$ cat src/rtl/line_mux_arbiter.sv
// line_mux_arbiter
// Two-line-to-one merge with packet-aware round-robin arbitration.
// Once a line's first beat is accepted, the grant stays on that line until
// its last beat is accepted, so packets from the two lines never interleave.
// The merged line is driven from a single registered output entry.
//
// Ports:
//   clk, rst                      clock (rising edge), async active-high reset
//   in0_data/valid/last/ready     producer line 0 (valid/ready handshake)
//   in1_data/valid/last/ready     producer line 1 (valid/ready handshake)
//   out_data/valid/last           merged registered output line
//   out_ready                     downstream accept
//   out_sel                       source line of the held beat; present only
//                                 when LINE_MUX_SEL_OUT_EN is defined
//
// Parameter: DATA_W  width of every data line.
// Optional macro: LINE_MUX_SEL_OUT_EN adds the out_sel output.
module line_mux_arbiter #(
    parameter int DATA_W = 8
) (
    input  logic              clk,
    input  logic              rst,
    input  logic [DATA_W-1:0] in0_data,
    input  logic              in0_valid,
    input  logic              in0_last,
    output logic              in0_ready,
    input  logic [DATA_W-1:0] in1_data,
    input  logic              in1_valid,
    input  logic              in1_last,
    output logic              in1_ready,
    output logic [DATA_W-1:0] out_data,
    output logic              out_valid,
    output logic              out_last,
`ifdef LINE_MUX_SEL_OUT_EN
    input  logic              out_ready,
    output logic              out_sel
`else
    input  logic              out_ready
`endif
);

    typedef enum logic [1:0] {
        IDLE  = 2'd0,
        LOCK0 = 2'd1,
        LOCK1 = 2'd2
    } state_t;

    state_t            state;
    state_t            state_nxt;
    logic              rr_ptr;

    logic              grant;
    logic              load_ok;
    logic              acc;
    logic              acc_last;
    logic [DATA_W-1:0] acc_data;

    logic [DATA_W-1:0] data_p1;
    logic              last_p1;
    logic              vld_p1;
`ifdef LINE_MUX_SEL_OUT_EN
    logic              sel_p1;
`endif

    // ---- stage 0: arbitration and input handshake ----
    // In IDLE a lone valid line wins outright; otherwise rr_ptr decides, which
    // also keeps a stable grant when nothing is valid.
    always_comb begin
        grant = rr_ptr;
        case (state)
            IDLE: begin
                if (in0_valid && !in1_valid)
                    grant = 1'b0;
                else if (in1_valid && !in0_valid)
                    grant = 1'b1;
            end
            LOCK0:   grant = 1'b0;
            LOCK1:   grant = 1'b1;
            default: grant = rr_ptr;
        endcase
    end

    // The output entry can take a beat when empty or draining this cycle.
    assign load_ok   = !vld_p1 || out_ready;
    assign in0_ready = !grant && load_ok;
    assign in1_ready = grant && load_ok;

    assign acc      = grant ? (in1_valid && in1_ready) : (in0_valid && in0_ready);
    assign acc_last = grant ? in1_last : in0_last;
    assign acc_data = grant ? in1_data : in0_data;

    always_comb begin
        state_nxt = state;
        case (state)
            IDLE: begin
                if (acc && !acc_last)
                    state_nxt = grant ? LOCK1 : LOCK0;
            end
            LOCK0, LOCK1: begin
                if (acc && acc_last)
                    state_nxt = IDLE;
            end
            default: state_nxt = IDLE;
        endcase
    end

    always_ff @(posedge clk or posedge rst) begin
        if (rst) begin
            state  <= IDLE;
            rr_ptr <= 1'b0;
        end else begin
            state <= state_nxt;
            if (acc && acc_last)
                rr_ptr <= !grant;
        end
    end

    // ---- stage 1: registered output entry ----
    always_ff @(posedge clk or posedge rst) begin
        if (rst) begin
            vld_p1  <= 1'b0;
            data_p1 <= '0;
            last_p1 <= 1'b0;
`ifdef LINE_MUX_SEL_OUT_EN
            sel_p1  <= 1'b0;
`endif
        end else if (acc) begin
            vld_p1  <= 1'b1;
            data_p1 <= acc_data;
            last_p1 <= acc_last;
`ifdef LINE_MUX_SEL_OUT_EN
            sel_p1  <= grant;
`endif
        end else if (out_ready) begin
            vld_p1 <= 1'b0;
        end
    end

    assign out_data  = data_p1;
    assign out_last  = last_p1;
    assign out_valid = vld_p1;
`ifdef LINE_MUX_SEL_OUT_EN
    assign out_sel   = sel_p1;
`endif

endmodule

$ cat config.mk
export PLATFORM = sky130hd
export DESIGN_NAME = line_mux_arbiter
export DESIGN_NICKNAME = d
export VERILOG_FILES = /design/src/rtl/line_mux_arbiter.sv
export SDC_FILE = /design/constraint.sdc
export NUM_CORES = 1
export LEC_CHECK = 0
export ABC_AREA = 1
export CAP_MARGIN = 5
export CORE_MARGIN = 2
export CORE_UTILIZATION = 25
export DETAILED_ROUTE_END_ITERATION = 10
export PLACE_DENSITY_LB_ADDON = 0.08
export REMOVE_ABC_BUFFERS = 1
export SLEW_MARGIN = 25
export SYNTH_ARGS = -nofsm -noshare
export SYNTH_HDL_FRONTEND = slang
export SYNTH_SLANG_ARGS = --single-unit
$ cat constraint.sdc
create_clock -name clk -period 2.6 [get_ports clk]
set_clock_uncertainty 0.15 [all_clocks]
set_input_delay 0.26 -clock clk [delete_from_list [all_inputs] [get_ports clk]]
set_output_delay 0.26 -clock clk [all_outputs]
set_load 0.005 [all_outputs]
[Word-level counts from Yosys, hierarchy flattened]
Cells that the tools add are included.
Operators by class
  mux-type cells: 12
  $add $sub $neg: 0
  bitwise logic cells: 0
  magnitude comparators: 0
  equal/unequal tests: 4
  reductions and logical operators: 18
  shifts and indexed selects: 0
  divide/modulo/power cells: 0
  multipliers: 0
Operators by type and width (number)
  1-bit logical AND: 8
  8-bit two-way mux: 1
  1-bit two-way mux: 6
  2-bit two-way mux: 3
  1-bit zero test: 5
  2-bit inequality test, second input constant: 2
  2-bit one-hot mux with 2 select lines: 1
  1-bit one-hot mux with 3 select lines: 1
  2-bit by 1-bit == test with 1-bit output, second input constant: 1
  2-bit == test, second input constant: 1
  2-bit zero test: 1
  2-bit AND reduction: 1
  2-bit nonzero test: 1
  2-bit OR reduction: 1
  1-bit logical OR: 1
Word-level totals
  bits in latches: 0
  bits of input ports: 23
  memory bits (read-only): 0
  flip-flop bits (word level): 13
  logic and storage cells: 39
  bits in writable memories: 0
  memories kept: 0

[Depth between registers and ports, before layout]
  depth in word-level cells: 12
  mapped depth: 15

[Worst setup path before layout]
OpenSTA, ideal clock, no wires.
  kind: register to register
  start point: reg state[0]
  end point: reg state[1]
  slack: 876 ps
  clock period less this slack: 1724 ps
  required time: 2333 ps
  path buffers: 0
  cell stages (with the launch flop): 14
  arrival time: 1457 ps
  cells stage by stage: dfrtp_1 -> inv_1 -> ha_1 -> inv_1 -> a21oi_1 -> nand2_1 -> nand2_2 -> nand4_2 -> nand2_4 -> nand2_1 -> nand2_1 -> nand2_1 -> nand2_1 -> nand2_1
Between the ends
  longest elaborated chain between the ends: 9
  elaborated cells on any way between the ends: 21
RTL lines
  start, declared: RTL line 48  | state_t state;
  start signal, assigned: RTL line 112  | state <= state_nxt;
  2-bit == test, or another cell as far along: RTL line 70, 94
  1-bit one-hot mux with 3 select lines: RTL line 70  | case (state)
  1-bit zero test: RTL line 85  | assign in0_ready = !grant && load_ok;
  1-bit logical AND: RTL line 85
  1-bit logical AND: RTL line 88  | assign acc = grant ? (in1_valid && in1_ready) : (in0_valid && in0_ready);
  1-bit two-way mux: RTL line 88
  1-bit logical AND, on equally long branches: RTL line 100, 96
  2-bit inequality test (no source line)
  2-bit AND reduction (no source line)
Several ways; a longest one is shown, not always the timed one. The select of a mux whose other input is x is not followed.
A chain may end at the register's enable or synchronous reset.

[Final worst setup path]
  start point: reg state[0]
  end point: out in0_ready
Between the ends
  longest elaborated chain between the ends: 4
  elaborated cells on any way between the ends: 6
RTL lines
  2-bit == test, or another cell as far along: RTL line 70
  1-bit one-hot mux with 3 select lines (*): RTL line 70
  1-bit zero test (*): RTL line 85
  1-bit logical AND (*): RTL line 85
  end, declared: RTL line 26  | output logic in0_ready,
Every way passes the cells marked *; elsewhere a longest branch is shown, timed or not.

==> summary.md <==
| Metric | Value |
|---|---|
| Req. time, crit path | 2.19 ns |
| Worst hold path class | in -> async |
| TritonCTS buffer count | 3 |
| Post-placement cell count | 159 |
| First-pass DRT Iterations | 4 |
| Chip width | roughly 58 µm |
| Final WS setup | between 0.15 and 0.2 ns |
| Share of layout cells above drive strength 1 | 9.701% |
| Crit path DAT | approximately 2 ns |
| Met2 wire length | 785 µm |
| Post-layout minimum cycle time | 2.426 ns |
| HPWL after DPL | about 1.3 mm |
| First-pass GRT wire length | 2.918 mm |
| Ports | 35 |
| Power per cell area | ~1100 nW/µm² |
| Status | completed |
| Buffers on Ports | 34 |
| Seq/Total Area, Yosys | roughly 44% |
| DR vias | 746 |
| Number of H-tree levels | 1 |
| Hold Slack | 0.1547 ns |
| Top Layer Used | met4 |
| M1 WL | 847 µm |
| Leakage component of the power | 0.5409 nW |
| Final slew viol count | 0 |
| GPL Wtd Cong | approximately 0.82 |
| # clock sinks | 13 |
| Largest net degree at the start of global routing | 20 |
| Met3 WL post-DR | 107 µm |
| Final cycle utilization of the critical path | between 90 and 100% |
| CTS tree | done |
| Drt first-iter violations | 13 |
| # Max-Cap Violations | 0 |
| Syn Inst Count | 95 |
| Clock Tree Buf Depth | 2 |
| Final setup vio count | 0 |
| Place WS | 0.2550 ns |
| Total Wirelength | 1.767 mm |
| Unrepaired setup endpoints after global routing | false |
| Clock Tree Root | clkbuf_4 |
| CP Launch Type | flop |
| Clk_lat worst skew | ~0.28 ns |
| Placeable core area | between 2000 and 3000 µm² |
| Total power draw | about 1.3 mW |
| Post-synth cell types | 16 |
| Cell Rows | 19 |
| Drt wl/cell | 10.71 µm |
| Synth Area per Inst | 7.718 µm² |
| Die span in y | 58.16 µm |
| FMAX | roughly 0.4 GHz |
| Worst-margin pin slew | between 0.5 and 0.6 ns |
| Die ar. | 3382 µm² |
| Fin cells | between 150 and 200 |
| GRT overflow | 0 |
| VDD IR-drop max | between 500 and 600 µV |
| Number of global-route vias before repair | 687 |
| Final Hold Fails | 0 |
| Antenna viol nets, final | 0 |
| DP Area | around 1100 µm² |
| Initial antenna violation count | 0 |
| Starting Density | a little over a quarter |
| Avg Vias per Cell | 4.521 |
| Fillcell total | 295 |
| Worst-path clk slew | 0.08 ns |
| Yosys warns | 0 |
| Synth Register Bits | 13 |
| Ant. Diodes | 0 |
| Rel. slew slack | 66.05% |
| CP Class | reg -> out |
| # nets final | about 160 |
| Drt drc | 0 |
| CP endpoint kind | output pin |
| Area growth syn-to-layout | 57.17% |
| Total track usage | 11.44% |
| Peak fanout along the critical path | 8 |
| TNS Setup | 0 ns |
| # hold bufs at CTS | 0 |
| Syn Std Cell Area | 733.2 µm² |
| Final Util | 41.43% |
| Design Area, Final | 1152 µm² |
[report_power, final]
part           internal, mW  switching, mW  leakage, nW
registers             0.306         0.0548        0.150
clock network        0.0595         0.0672       0.0150
logic                 0.393          0.399        0.376
total                 0.758          0.521        0.541
[logic make-up (layout without fill, tap and decap cells)]
logic type	after synthesis	count (layout)	share of synthesized area, %
flip-flops	13	13	44.37
AND/OR/NAND/NOR	53	53	31.91
buffers and inverters	13	52	8.021
adder cells (fa/ha/maj)	3	3	5.120
AO/OA/AOI/OAI	13	13	10.58
[placed cells by master, fill, tap and decap left out]
cell type / n
clkbuf_4: 3
nand4_2: 1
a31oi_1: 8
nand2_1: 32
nor2_1: 11
a21oi_1: 3
buf_4: 4
inv_1: 10
o21ai_0: 1
nand2_2: 2
clkdlybuf4s50_1: 34
dfrtp_1: 13
nand2_4: 2
nand3_1: 4
clkbuf_1: 1
nand3_2: 1
o21a_1: 1
ha_1: 3
[critical path, stage by stage (launching register included)]
cell,delay (ns)
dfrtp_1,0.38
buf_4,0.14
ha_1,0.20
nor2_1,0.13
nand2_2,0.10
nand2_4,0.11
inv_1,0.06
a21oi_1,0.11
clkdlybuf4s50_1,0.51
[timing repair]
| action | CTS | global route |
|---|---|---|
| endpoints found under the setup margin | 0 | 2 |
| setup buffers | 0 | 2 |
| resized for setup | 0 | 1 |
[final timing paths]
path | startpoint | cells after the start | slack, ns | endpoint
max | state[0] | 8 | 0.17 | in0_ready
min | rst | 2 | 0.15 | out_data[0]
max reg2reg | state[0] | 12 | 0.61 | state[0]
min reg2reg | out_last | 1 | 0.35 | out_last
max in group asynchronous | rst | 2 | 1.81 | out_data[6]
min in group clk | out_last | 1 | 0.35 | out_last
[synth_stat cells]
cell type  count  area (µm²)
ha_1           3       37.54
nand3_2        1       10.01
inv_1         10       37.54
nor2_1        11       41.29
o21ai_0        1       5.000
nand2_2        3       18.77
nand3_1        4       20.02
buf_2          2       10.01
a21oi_1        3       15.01
dfrtp_1       13       325.3
nand4_2        1       12.51
buf_6          1       11.26
nand2_1       32       120.1
nand2_4        1       11.26
a31oi_1        8       50.05
o21a_1         1       7.510
[final cells by class]
type | instances | area, µm² | share of cell area (%)
Inverter | 10 | 37.54 | 3.257
Clock buffer | 4 | 26.28 | 2.280
Tap cell | 31 | 38.79 | 3.366
Sequential cell | 13 | 325.3 | 28.23
Multi-Input combinational cell | 69 | 354.1 | 30.73
Timing Repair Buffer | 38 | 370.4 | 32.14
[metal layers]
| layer | up-vias | GRT usage [%] |
|---|---|---|
| met5 | - | 0 |
| met4 | 0 | 5.980 |
| met3 | 4 | 2.232 |
| met2 | 26 | 17.21 |
| met1 | 334 | 15.51 |
| li1 | 382 | - |
[sequential cells by signal (all words and copies together), names as in the netlist]
name and flops:
out_data 8, state 2, out_last 1, out_valid 1
rr_ptr 1
No activity file was read; power rests on OpenSTA's default activity.
